==> src/rtl/beep_pkg.sv <==
// beep_pkg: tone codes, FSM encoding and derived-constant helpers shared by the beep checker
package beep_pkg;
  typedef enum logic [1:0] {
    TONE_NONE = 2'b00,
    TONE_LO   = 2'b01,
    TONE_HI   = 2'b10,
    TONE_INV  = 2'b11
  } tone_t;
  typedef enum logic [2:0] {
    S_IDLE,
    S_WAIT_FIRST,
    S_IN_SEG,
    S_DONE,
    S_ERR
  } state_t;
  function automatic int half_period(input int clk_hz, input int f_hz);
    return clk_hz / (2 * f_hz);
  endfunction
  function automatic int ms_to_cyc(input int clk_hz, input int ms);
    return clk_hz * ms / 1000;
  endfunction
endpackage

==> src/rtl/beep_detect_if.sv <==
// beep_detect_if: arm/input lines and status outputs of the beep sequence checker
interface beep_detect_if #(
  parameter int N_SEG = 4
);
  logic                         en;
  logic                         beep_in;
  beep_pkg::tone_t              tone;
  logic [$clog2(N_SEG + 1)-1:0] seg_cnt;
  logic                         busy;
  logic                         done;
  logic                         err;
  modport master (output en, beep_in, input tone, seg_cnt, busy, done, err);
  modport slave (input en, beep_in, output tone, seg_cnt, busy, done, err);
endinterface

==> src/rtl/tone_meter.sv <==
// tone_meter: synchronizes the beep line, measures half periods and confirms the tone class
module tone_meter
  import beep_pkg::*;
#(
  parameter int CLK_HZ = 50000,
  parameter int F_LO   = 250,
  parameter int F_HI   = 500,
  parameter int SIL_MS = 10
) (
  input  logic  clk,
  input  logic  rst,
  input  logic  beep_i,
  output tone_t tone_o
);
  localparam int HP_LO   = half_period(CLK_HZ, F_LO);
  localparam int HP_HI   = half_period(CLK_HZ, F_HI);
  localparam int SIL_CYC = ms_to_cyc(CLK_HZ, SIL_MS);
  localparam int HW      = $clog2(SIL_CYC + 1);
  localparam logic [HW-1:0] SIL    = HW'(SIL_CYC);
  localparam logic [HW-1:0] HI_MIN = HW'(HP_HI - HP_HI / 8);
  localparam logic [HW-1:0] HI_MAX = HW'(HP_HI + HP_HI / 8);
  localparam logic [HW-1:0] LO_MIN = HW'(HP_LO - HP_LO / 8);
  localparam logic [HW-1:0] LO_MAX = HW'(HP_LO + HP_LO / 8);

  logic [2:0]    sync_q;
  logic [HW-1:0] hp_q, hp_d;
  logic          hv_q, hv_d, edge_det, sil;
  tone_t         cls, last_q, last_d, tone_q, tone_d;

  // bits 0..1 form the synchronizer, bit 2 is the previous synchronized level
  assign edge_det = sync_q[2] ^ sync_q[1];
  assign sil      = hp_q == SIL;
  assign tone_o   = tone_q;

  always_comb begin
    cls    = (hp_q >= HI_MIN && hp_q <= HI_MAX) ? TONE_HI :
             (hp_q >= LO_MIN && hp_q <= LO_MAX) ? TONE_LO : TONE_INV;
    hp_d   = edge_det ? HW'(1) : sil ? SIL : hp_q + 1'b1;
    last_d = edge_det ? cls : last_q;
    hv_d   = edge_det ? 1'b1 : sil ? 1'b0 : hv_q;
    tone_d = (edge_det && hv_q && cls == last_q) ? cls :
             (!edge_det && sil) ? TONE_NONE : tone_q;
  end

  always_ff @(posedge clk or posedge rst)
    if (rst) begin
      sync_q <= '0;
      hp_q   <= '0;
      hv_q   <= 1'b0;
      last_q <= TONE_NONE;
      tone_q <= TONE_NONE;
    end else begin
      sync_q <= {sync_q[1:0], beep_i};
      hp_q   <= hp_d;
      hv_q   <= hv_d;
      last_q <= last_d;
      tone_q <= tone_d;
    end
endmodule

==> src/rtl/beep_detect.sv <==
// beep_detect: checks the LO,HI,LO,HI beep pattern with per-segment duration limits
module beep_detect
  import beep_pkg::*;
#(
  parameter int CLK_HZ     = 50000,
  parameter int F_LO       = 250,
  parameter int F_HI       = 500,
  parameter int SEG_MS     = 250,
  parameter int SEG_TOL_MS = 50,
  parameter int SIL_MS     = 10,
  parameter int N_SEG      = 4
) (
  input logic         clk,
  input logic         rst,
  beep_detect_if.slave bus
);
  localparam int SEG_MIN_C = ms_to_cyc(CLK_HZ, SEG_MS - SEG_TOL_MS);
  localparam int SEG_MAX_C = ms_to_cyc(CLK_HZ, SEG_MS + SEG_TOL_MS);
  localparam int SW        = $clog2(N_SEG + 1);
  localparam int TW        = $clog2(SEG_MAX_C + 1);
  localparam logic [TW-1:0] SEG_MIN = TW'(SEG_MIN_C);
  localparam logic [TW-1:0] SEG_MAX = TW'(SEG_MAX_C);
  localparam logic [TW-1:0] ST_SAT  = TW'(SEG_MAX_C + 1);
  localparam logic [SW-1:0] LAST    = SW'(N_SEG - 1);

  tone_t         tone, exp_q, exp_d, opp;
  state_t        state_q, state_d;
  logic [SW-1:0] seg_q, seg_d;
  logic [TW-1:0] st_q, st_d;
  logic          last, in_win;

  tone_meter #(
    .CLK_HZ(CLK_HZ),
    .F_LO  (F_LO),
    .F_HI  (F_HI),
    .SIL_MS(SIL_MS)
  ) u_meter (
    .clk   (clk),
    .rst   (rst),
    .beep_i(bus.beep_in),
    .tone_o(tone)
  );

  assign opp    = (exp_q == TONE_LO) ? TONE_HI : TONE_LO;
  assign last   = seg_q == LAST;
  assign in_win = st_q >= SEG_MIN && st_q <= SEG_MAX;

  always_comb begin
    state_d = state_q;
    exp_d   = exp_q;
    seg_d   = seg_q;
    st_d    = st_q;
    if (!bus.en) begin
      state_d = S_IDLE;
      seg_d   = '0;
      st_d    = '0;
    end else begin
      case (state_q)
        S_IDLE: begin
          state_d = S_WAIT_FIRST;
          seg_d   = '0;
          st_d    = '0;
        end
        S_WAIT_FIRST: begin
          state_d = (tone == TONE_LO) ? S_IN_SEG : (tone == TONE_NONE) ? S_WAIT_FIRST : S_ERR;
          exp_d   = TONE_LO;
          st_d    = '0;
        end
        S_IN_SEG: begin
          st_d = (st_q == ST_SAT) ? st_q : st_q + 1'b1;
          if (tone == exp_q) begin
            if (last && st_q >= SEG_MIN) begin
              seg_d   = seg_q + 1'b1;
              state_d = S_DONE;
            end else if (st_q > SEG_MAX) state_d = S_ERR;
          end else if (tone == opp && !last && in_win) begin
            // a confirmed flip to the other tone closes the current segment
            seg_d = seg_q + 1'b1;
            exp_d = opp;
            st_d  = '0;
          end else state_d = S_ERR;
        end
        default: state_d = state_q;
      endcase
    end
  end

  always_ff @(posedge clk or posedge rst)
    if (rst) begin
      state_q <= S_IDLE;
      exp_q   <= TONE_LO;
      seg_q   <= '0;
      st_q    <= '0;
    end else begin
      state_q <= state_d;
      exp_q   <= exp_d;
      seg_q   <= seg_d;
      st_q    <= st_d;
    end

  assign bus.tone    = tone;
  assign bus.seg_cnt = seg_q;
  assign bus.busy    = state_q == S_WAIT_FIRST || state_q == S_IN_SEG;
  assign bus.done    = state_q == S_DONE;
  assign bus.err     = state_q == S_ERR;
endmodule
==> src/flat_wrapper.sv <==
// flat-port wrapper written by rule: the top's interface ports become plain ports
module beep_detect_flat import beep_pkg::*;
#(
  parameter int CLK_HZ     = 50000,
  parameter int F_LO       = 250,
  parameter int F_HI       = 500,
  parameter int SEG_MS     = 250,
  parameter int SEG_TOL_MS = 50,
  parameter int SIL_MS     = 10,
  parameter int N_SEG      = 4
)
  (clk, rst, bus_en, bus_beep_in, bus_tone, bus_seg_cnt, bus_busy, bus_done, bus_err);
  beep_detect_if #(.N_SEG(N_SEG)) bus_i ();
  input logic clk;
  input logic rst;
  input wire logic [$bits(bus_i.en)-1:0] bus_en;
  input wire logic [$bits(bus_i.beep_in)-1:0] bus_beep_in;
  output wire logic [$bits(bus_i.tone)-1:0] bus_tone;
  output wire logic [$bits(bus_i.seg_cnt)-1:0] bus_seg_cnt;
  output wire logic [$bits(bus_i.busy)-1:0] bus_busy;
  output wire logic [$bits(bus_i.done)-1:0] bus_done;
  output wire logic [$bits(bus_i.err)-1:0] bus_err;
  assign bus_i.en = bus_en;
  assign bus_i.beep_in = bus_beep_in;
  assign bus_tone = bus_i.tone;
  assign bus_seg_cnt = bus_i.seg_cnt;
  assign bus_busy = bus_i.busy;
  assign bus_done = bus_i.done;
  assign bus_err = bus_i.err;
  beep_detect #(.CLK_HZ(CLK_HZ), .F_LO(F_LO), .F_HI(F_HI), .SEG_MS(SEG_MS), .SEG_TOL_MS(SEG_TOL_MS), .SIL_MS(SIL_MS), .N_SEG(N_SEG)) u_core (.clk(clk), .rst(rst), .bus(bus_i));
endmodule
==> config.mk <==
export PLATFORM = sky130hd
export DESIGN_NAME = beep_detect_flat
export DESIGN_NICKNAME = d
export VERILOG_FILES = /design/src/rtl/beep_pkg.sv /design/src/rtl/beep_detect_if.sv /design/src/rtl/tone_meter.sv /design/src/rtl/beep_detect.sv /design/src/flat_wrapper.sv
export SDC_FILE = /design/constraint.sdc
export NUM_CORES = 1
export LEC_CHECK = 0
export BUFFER_PORTS_ARGS = -buffer_cell sky130_fd_sc_hd__buf_2
export CORE_AREA = 2 2 71 73
export CTS_BUF_LIST = sky130_fd_sc_hd__clkbuf_2
export DETAILED_ROUTE_END_ITERATION = 10
export DIE_AREA = 0 0 73 75
export PLACE_DENSITY = 0.68
export SETUP_SLACK_MARGIN = 0.02
export SLEW_MARGIN = 10
export SYNTH_ARGS = -nofsm -noshare
export SYNTH_HDL_FRONTEND = slang
export SYNTH_SLANG_ARGS = --single-unit
==> constraint.sdc <==
create_clock -name clk -period 1.8 [get_ports clk]
set_input_delay 0.09 -clock clk [delete_from_list [all_inputs] [get_ports clk]]
set_output_delay 0.09 -clock clk [all_outputs]
set_load 0.005 [all_outputs]
==> results of run 1 <==
sequential cells by signal, summed over array words and instances, names as in the netlist:
register               count
u_core.u_meter.hp_q        9
u_core.u_meter.hv_q        1
u_core.bus.seg_cnt         3
u_core.exp_q               2
u_core.u_meter.tone_o      2
u_core.st_q               14
u_core.u_meter.sync_q      3
u_core.u_meter.last_q      2
u_core.state_q             3
kinds of logic after synthesis:
logic type / count (synthesis) / share of synthesized area [%]
compound gates: 69 / 20.2
xor+xnor: 10 / 3.87
fa+ha+maj: 7 / 3.87
buf+inv: 27 / 5.31
flops: 39 / 43.2
mux: 6 / 2.87
simple gates: 86 / 20.7
synthesized netlist by cell type, types with 4 or more instances:
cell type	instances	share of area, %
a21o_1	7	2.3
a21oi_1	14	3.1
a31oi_1	4	1.1
and3_1	8	2.2
clkbuf_1	7	1.2
dfrtp_1	38	42
ha_1	7	3.9
inv_1	15	2.5
mux2i_1	5	2.2
nand2_1	18	3.0
nand3_1	15	3.3
nand4_1	5	1.4
nor2_1	13	2.2
nor3_1	5	1.1
o21ai_0	12	2.7
o21ai_1	11	2.4
or3_1	4	1.1
xnor2_1	4	1.5
xor2_1	6	2.3
routing by layer:
layer / track usage, % / vias to the layer above
met1: 23.0 / 936
met4: 6.79 / 0
met3: 5.62 / 6
li1: - / 983
met2: 32.9 / 26
met5: 0 / -
final cells by class:
cell class / count / area share, %
Sequential cell: 39 / 34.7
Inverter: 15 / 1.99
Timing Repair Buffer: 58 / 15.1
Multi-Input combinational cell: 178 / 44.3
Tap cell: 54 / 2.39
Clock buffer: 6 / 1.06
Clock inverter: 2 / 0.442
critical path: stages (launching register included):
cell,delay (ns)
dfstp_2,0.58
nor2b_4,0.15
mux2_4,0.32
nor3b_4,0.20
buf_4,0.14
and2_4,0.17
o31a_1,0.18
mux2i_1,0.10
how the worst max path moves through the flow:
stage | start | end | slack [ns] | depth (start not counted)
after detailed placement | u_core.exp_q[0]$_DFFE_PP1P_ | u_core.bus.seg_cnt[0]$_DFFE_PP0P_ | -0.11 | 7
after global placement | u_core.exp_q[0]$_DFFE_PP1P_ | u_core.st_q[9]$_DFFE_PP0P_ | -0.08 | 7
final | u_core.exp_q[0]$_DFFE_PP1P_ | u_core.bus.seg_cnt[0]$_DFFE_PP0P_ | -0.11 | 7
after CTS | u_core.exp_q[0]$_DFFE_PP1P_ | u_core.bus.seg_cnt[0]$_DFFE_PP0P_ | -0.13 | 7
after global routing | u_core.exp_q[0]$_DFFE_PP1P_ | u_core.bus.seg_cnt[0]$_DFFE_PP0P_ | -0.22 | 7
after floorplan | u_core.exp_q[0]$_DFFE_PP1P_ | u_core.st_q[9]$_DFFE_PP0P_ | -0.11 | 7
per-stage QoR:
| step | TNS (ns) | hold slack (ns) |
|---|---|---|
| finish | -1.15 | 0.308 |
| global route | -3.06 | 0.292 |
| CTS | -1.20 | 0.307 |
| detailed placement | -1.08 | 0.201 |
| global placement | -0.642 | 0.200 |
| floorplan | -1.06 | 0.121 |
repair_timing:
action | in CTS | in global routing
pin swaps | 5 | 6
gates cloned | 1 | 0
hold endpoints to repair | 42 | 0
hold buffers | 3 | 0
endpoints found under the setup margin | 19 | 21
setup buffers | 2 | 0
resized for setup | 11 | 14
power groups by stage:
stage | combinational, mW | sequential, mW | clock (mW)
floorplan | 0.134 | 0.946 | 0
global placement | 0.191 | 0.952 | 0
detailed placement | 0.193 | 0.953 | 0
CTS | 0.201 | 0.937 | 0.421
global route | 0.233 | 0.948 | 0.457
finish | 0.204 | 0.941 | 0.395
==> flow_summary.json, run 1 <==
{
  "critical_path.startpoint_type": "flop",
  "synth-main-ff-cell": "dfrtp_1",
  "rr_worst_depth": 7,
  "final_cell_area_um2": 2830,
  "ioPinCount": 12,
  "setup_violations": 17,
  "multi_input_area_um2": 1250,
  "wl_um": 4680,
  "seqCellArea_um2": 981,
  "timing.rr.end": "u_core.bus.seg_cnt[0]$_DFFE_PP0P_",
  "clockBufferDepth": 2,
  "clock.fmax_ghz": 0.522,
  "num_vias": 1951,
  "synth_area_per_cell_um2": 9.28,
  "drtIter0Drc": 82,
  "die_y_um": 75,
  "arrival_ns": 2.23,
  "status": "finished with violations",
  "antenna_found_initial": 0,
  "internal_power_mw": 1.10,
  "p_leak_nw": 1.26,
  "core_area_um2": 4660,
  "synth_edf_count": 0,
  "drive_above_1_share_pct": 30.2,
  "slew_headroom_pct": 54.2,
  "ant_nets": 0,
  "fin_nets": 308,
  "ys_types": 48,
  "final_cell_mix": "buf_4, dfrtp_1, nand2_1",
  "h-tree-depth": 2,
  "syn_nets": 255,
  "track_usage_pct": 19.2,
  "start_util_pct": 48.6,
  "power.density_nw_per_um2": 545,
  "syn_inst": 244,
  "rsz0062_at_grt": "yes",
  "layout_setup_ws_ns": -0.115,
  "worst_slew_pin_slew_ns": 0.683,
  "cts_made_buffers": 5,
  "grt_start_max_net_pins": 40,
  "highest_layer": "met4",
  "switching_share_pct": 28.6,
  "rows": 25,
  "grt_pass1_vias": 1871,
  "maxCapViolCount": 0,
  "reg2reg_slack_ns": -0.11,
  "hold_viol": 0,
  "cp_max_fo": 6,
  "fillers": 413,
  "place_ws_ns": -0.107,
  "clkTransAtPathRegs_ns": 0.22,
  "async_flop_share_pct": 100,
  "mostFrequentLayoutCell": "buf_4",
  "clock_sinks": 39,
  "met3_length_um": 143,
  "cp.required_ns": 2.12,
  "areaGrowthSynthToFinish_pct": 24.9,
  "layout_min_cycle_time_ns": 1.91,
  "io_buffer_count": 11,
  "drv_slew": 0,
  "endpoint_kind": "flop",
  "skew_ns": 0.0349,
  "power.clock.fraction_pct": 25.6,
  "hp-class": "primary input to async pin",
  "timing.final.crit_share_pct": 106,
  "p_comb_share_pct": 13.2,
  "r2r_start": "u_core.exp_q[0]$_DFFE_PP1P_",
  "grt_pass1_wl_um": 8100,
  "dr_wl_met2_um": 2330,
  "gp_routability_congestion": 0.850,
  "place_inst": 338,
  "m1WireLength_um": 2140,
  "synth_area_um2": 2260,
  "p_switching_mw": 0.440,
  "die_w_um": 73,
  "wl_per_cell_um": 13.3,
  "peakVddDrop_uv": 394,
  "overflow": 0,
  "tritoncts": "yes",
  "placed_cell_area_um2": 2640,
  "path_class": "flop to flop",
  "drc": 0,
  "dpl.hpwl_um": 3320,
  "final_cells": 352,
  "die_area_um2": 5480,
  "seqPwrFrac_pct": 61.1,
  "antenna_cells": 0,
  "ys_seq_elements": 39,
  "yosysWarnings": 0,
  "root_buffer": "clkbuf_2",
  "dr.pass1.iters": 4,
  "post-route-util_pct": 60.7,
  "power_mw": 1.54,
  "clk_latency_ns": 0.40,
  "yosysSeqAreaShare_pct": 43.2,
  "violations": "setup timing",
  "viasPerCell": 5.54
}
Note: power is estimated with default switching activity, not from simulation.
==> run 2, diff against run 1 <==
--- a/config.mk
+++ b/config.mk
@@ -8,6 +8,7 @@
 export BUFFER_PORTS_ARGS = -buffer_cell sky130_fd_sc_hd__buf_2
 export CORE_AREA = 2 2 71 73
 export CTS_BUF_LIST = sky130_fd_sc_hd__clkbuf_2
+export CTS_CLUSTER_DIAMETER = 50
 export DETAILED_ROUTE_END_ITERATION = 10
 export DIE_AREA = 0 0 73 75
 export PLACE_DENSITY = 0.68
@@ -16,3 +17,4 @@
 export SYNTH_ARGS = -nofsm -noshare
 export SYNTH_HDL_FRONTEND = slang
 export SYNTH_SLANG_ARGS = --single-unit
+export TNS_END_PERCENT = 5
==> flow_summary.json, run 2 (synthesis gave the netlist of run 1 again) <==
{
  "worst-path-buf-inv": 1,
  "io_buffer_count": 11,
  "cp.depth": 7,
  "p_comb_share_pct": 13.3,
  "power.density_nw_per_um2": 559,
  "crit_path_top_delay_cell": "dfstp_2",
  "power.clock.fraction_pct": 25.3,
  "hold_viol": 0,
  "ant_nets": 0,
  "cp_top_family": "flip-flops",
  "critical_path.startpoint_type": "flop",
  "mostFrequentLayoutCell": "buf_4",
  "p_leak_nw": 1.24,
  "grt_pass1_vias": 1855,
  "path_class": "flop to flop",
  "regMostFlops": "u_core.st_q",
  "layout_setup_ws_ns": -0.131,
  "drive_above_1_share_pct": 26.5,
  "largest_register_ff_count": 14,
  "die_area_um2": 5480,
  "cp.required_ns": 2.11,
  "track_usage_pct": 19.4,
  "p_switching_mw": 0.419,
  "r2r_start": "u_core.exp_q[0]$_DFFE_PP1P_",
  "rsz0062_at_grt": "yes",
  "num_vias": 1944,
  "skew_ns": 0.0138,
  "grt_pass1_wl_um": 8270,
  "grtUsageMet3_pct": 4.02,
  "endpoint_kind": "flop",
  "setup_violations": 16,
  "seqPwrFrac_pct": 61.4,
  "h-tree-depth": 2,
  "cts_made_buffers": 5,
  "rr_worst_depth": 7,
  "holdWs_ns": 0.324,
  "drc": 0,
  "layout_min_cycle_time_ns": 1.93,
  "status": "finished with violations",
  "peakVddDrop_uv": 440,
  "tritoncts": "yes",
  "core_area_um2": 4660,
  "cp_cell_sequence": "nor2b_4, mux2_4, nor3b_4, a21oi_2, buf_12, a21o_1, a22o_1",
  "gp_routability_congestion": 0.808,
  "reg_top3": "u_core.st_q: 14 flops, u_core.u_meter.hp_q: 9 flops",
  "setup_tns_ns": -0.875,
  "drtIter0Drc": 99,
  "place_inst": 337,
  "overflow": 0,
  "cp-endpoint": "u_core.st_q[9]$_DFFE_PP0P_",
  "final_cell_mix": "buf_4, dfrtp_1, nand2_1",
  "antenna_found_initial": 0,
  "start_util_pct": 48.6,
  "dpl.hpwl_um": 3430,
  "die_y_um": 75,
  "clkTransAtPathRegs_ns": 0.18,
  "place_ws_ns": -0.129,
  "antenna_cells": 0,
  "wl_per_cell_um": 13.6,
  "clockBufferDepth": 2,
  "grt_start_max_net_pins": 40,
  "clock.fmax_ghz": 0.518,
  "drv_slew": 0,
  "fillers": 406,
  "fin_nets": 304,
  "areaGrowthSynthToFinish_pct": 21.4,
  "timing.rr.end": "u_core.st_q[9]$_DFFE_PP0P_",
  "internal_power_mw": 1.12,
  "power_mw": 1.54,
  "switching_share_pct": 27.3,
  "rows": 25,
  "viasPerCell": 5.59,
  "final_cells": 348,
  "ioPinCount": 12,
  "wl_um": 4720,
  "crit_path_start": "u_core.exp_q[0]$_DFFE_PP1P_",
  "slowest_delay_ns": 0.56,
  "clk_latency_ns": 0.39,
  "worst_slew_pin_slew_ns": 0.979,
  "gr-max-usage-layer": "met2",
  "die_w_um": 73,
  "dr.pass1.iters": 4,
  "arrival_ns": 2.24,
  "root_buffer": "clkbuf_2",
  "violations": "setup timing",
  "cts_setup_buffers": 0,
  "clock_sinks": 39,
  "grt_use_met1_pct": 24.4,
  "reg2reg_slack_ns": -0.13,
  "cp_max_fo": 20,
  "slew_headroom_pct": 34.6,
  "timing.final.crit_share_pct": 107,
  "maxCapViolCount": 0,
  "hp-class": "primary input to async pin",
  "met2_usage_pct": 32.9
}
run 2: changes by cell type in the layout (fill, tap and decap cells not counted), sizes merged:
cell	change
clkbuf	+2
clkinvlp	-1
buf	-4
clkinv	-1
run 2: per-layer routing:
layer	vias up	share of wire, %
li1	973	-
met1	939	48
met2	25	48
met3	7	2.2
met4	0	1.5
met5	-	0
run 2: what timing repair did:
item	CTS	global route
hold buffers	3	0
hold endpoints to repair	42	0
pin swaps	8	3
resized for setup	2	6
cloned	0	0
endpoints found under the setup margin	21	23
run 2: worst min-delay path, delay by kind of cell:
kind	cells	cell delay (ns)
buffers and inverters	4	1.10
run 2: cell type report:
type / instances / area, um2 / area share [%]
Sequential cell: 39 / 981 / 35.7
Clock buffer: 8 / 40.0 / 1.46
Inverter: 15 / 56.3 / 2.05
Tap cell: 54 / 67.6 / 2.46
Timing Repair Buffer: 54 / 398 / 14.5
Multi-Input combinational cell: 178 / 1200 / 43.9
run 2: through the flow:
step | utilization [%] | instance area [um2]
2_1_floorplan | - | 2280
3_3_place_gp | 56.8 | 2650
3_5_place_dp | 56.8 | 2650
4_1_cts | 58.5 | 2730
5_1_grt | 59.0 | 2750
6_report | 59.0 | 2750
run 2: power groups by stage:
stage | Sequential (mW) | Clock (mW) | Combinational [mW]
finish | 0.943 | 0.388 | 0.205
global route | 0.947 | 0.450 | 0.231
CTS | 0.935 | 0.412 | 0.203
detailed placement | 0.951 | 0 | 0.198
global placement | 0.951 | 0 | 0.195
floorplan | 0.946 | 0 | 0.134
run 2: worst min path at each step:
| stage | cells after the start | slack [ns] | to |
|---|---|---|---|
| 3_3_place_gp | 1 | 0.20 | u_core.u_meter.sync_q[0]$_DFF_PP0_ |
| 6_report | 4 | 0.32 | u_core.st_q[1]$_DFFE_PP0P_ |
| 2_1_floorplan | 0 | 0.12 | u_core.u_meter.sync_q[0]$_DFF_PP0_ |
| 5_1_grt | 2 | 0.30 | u_core.u_meter.sync_q[0]$_DFF_PP0_ |
| 3_5_place_dp | 1 | 0.20 | u_core.u_meter.sync_q[0]$_DFF_PP0_ |
| 4_1_cts | 2 | 0.30 | u_core.u_meter.sync_q[0]$_DFF_PP0_ |
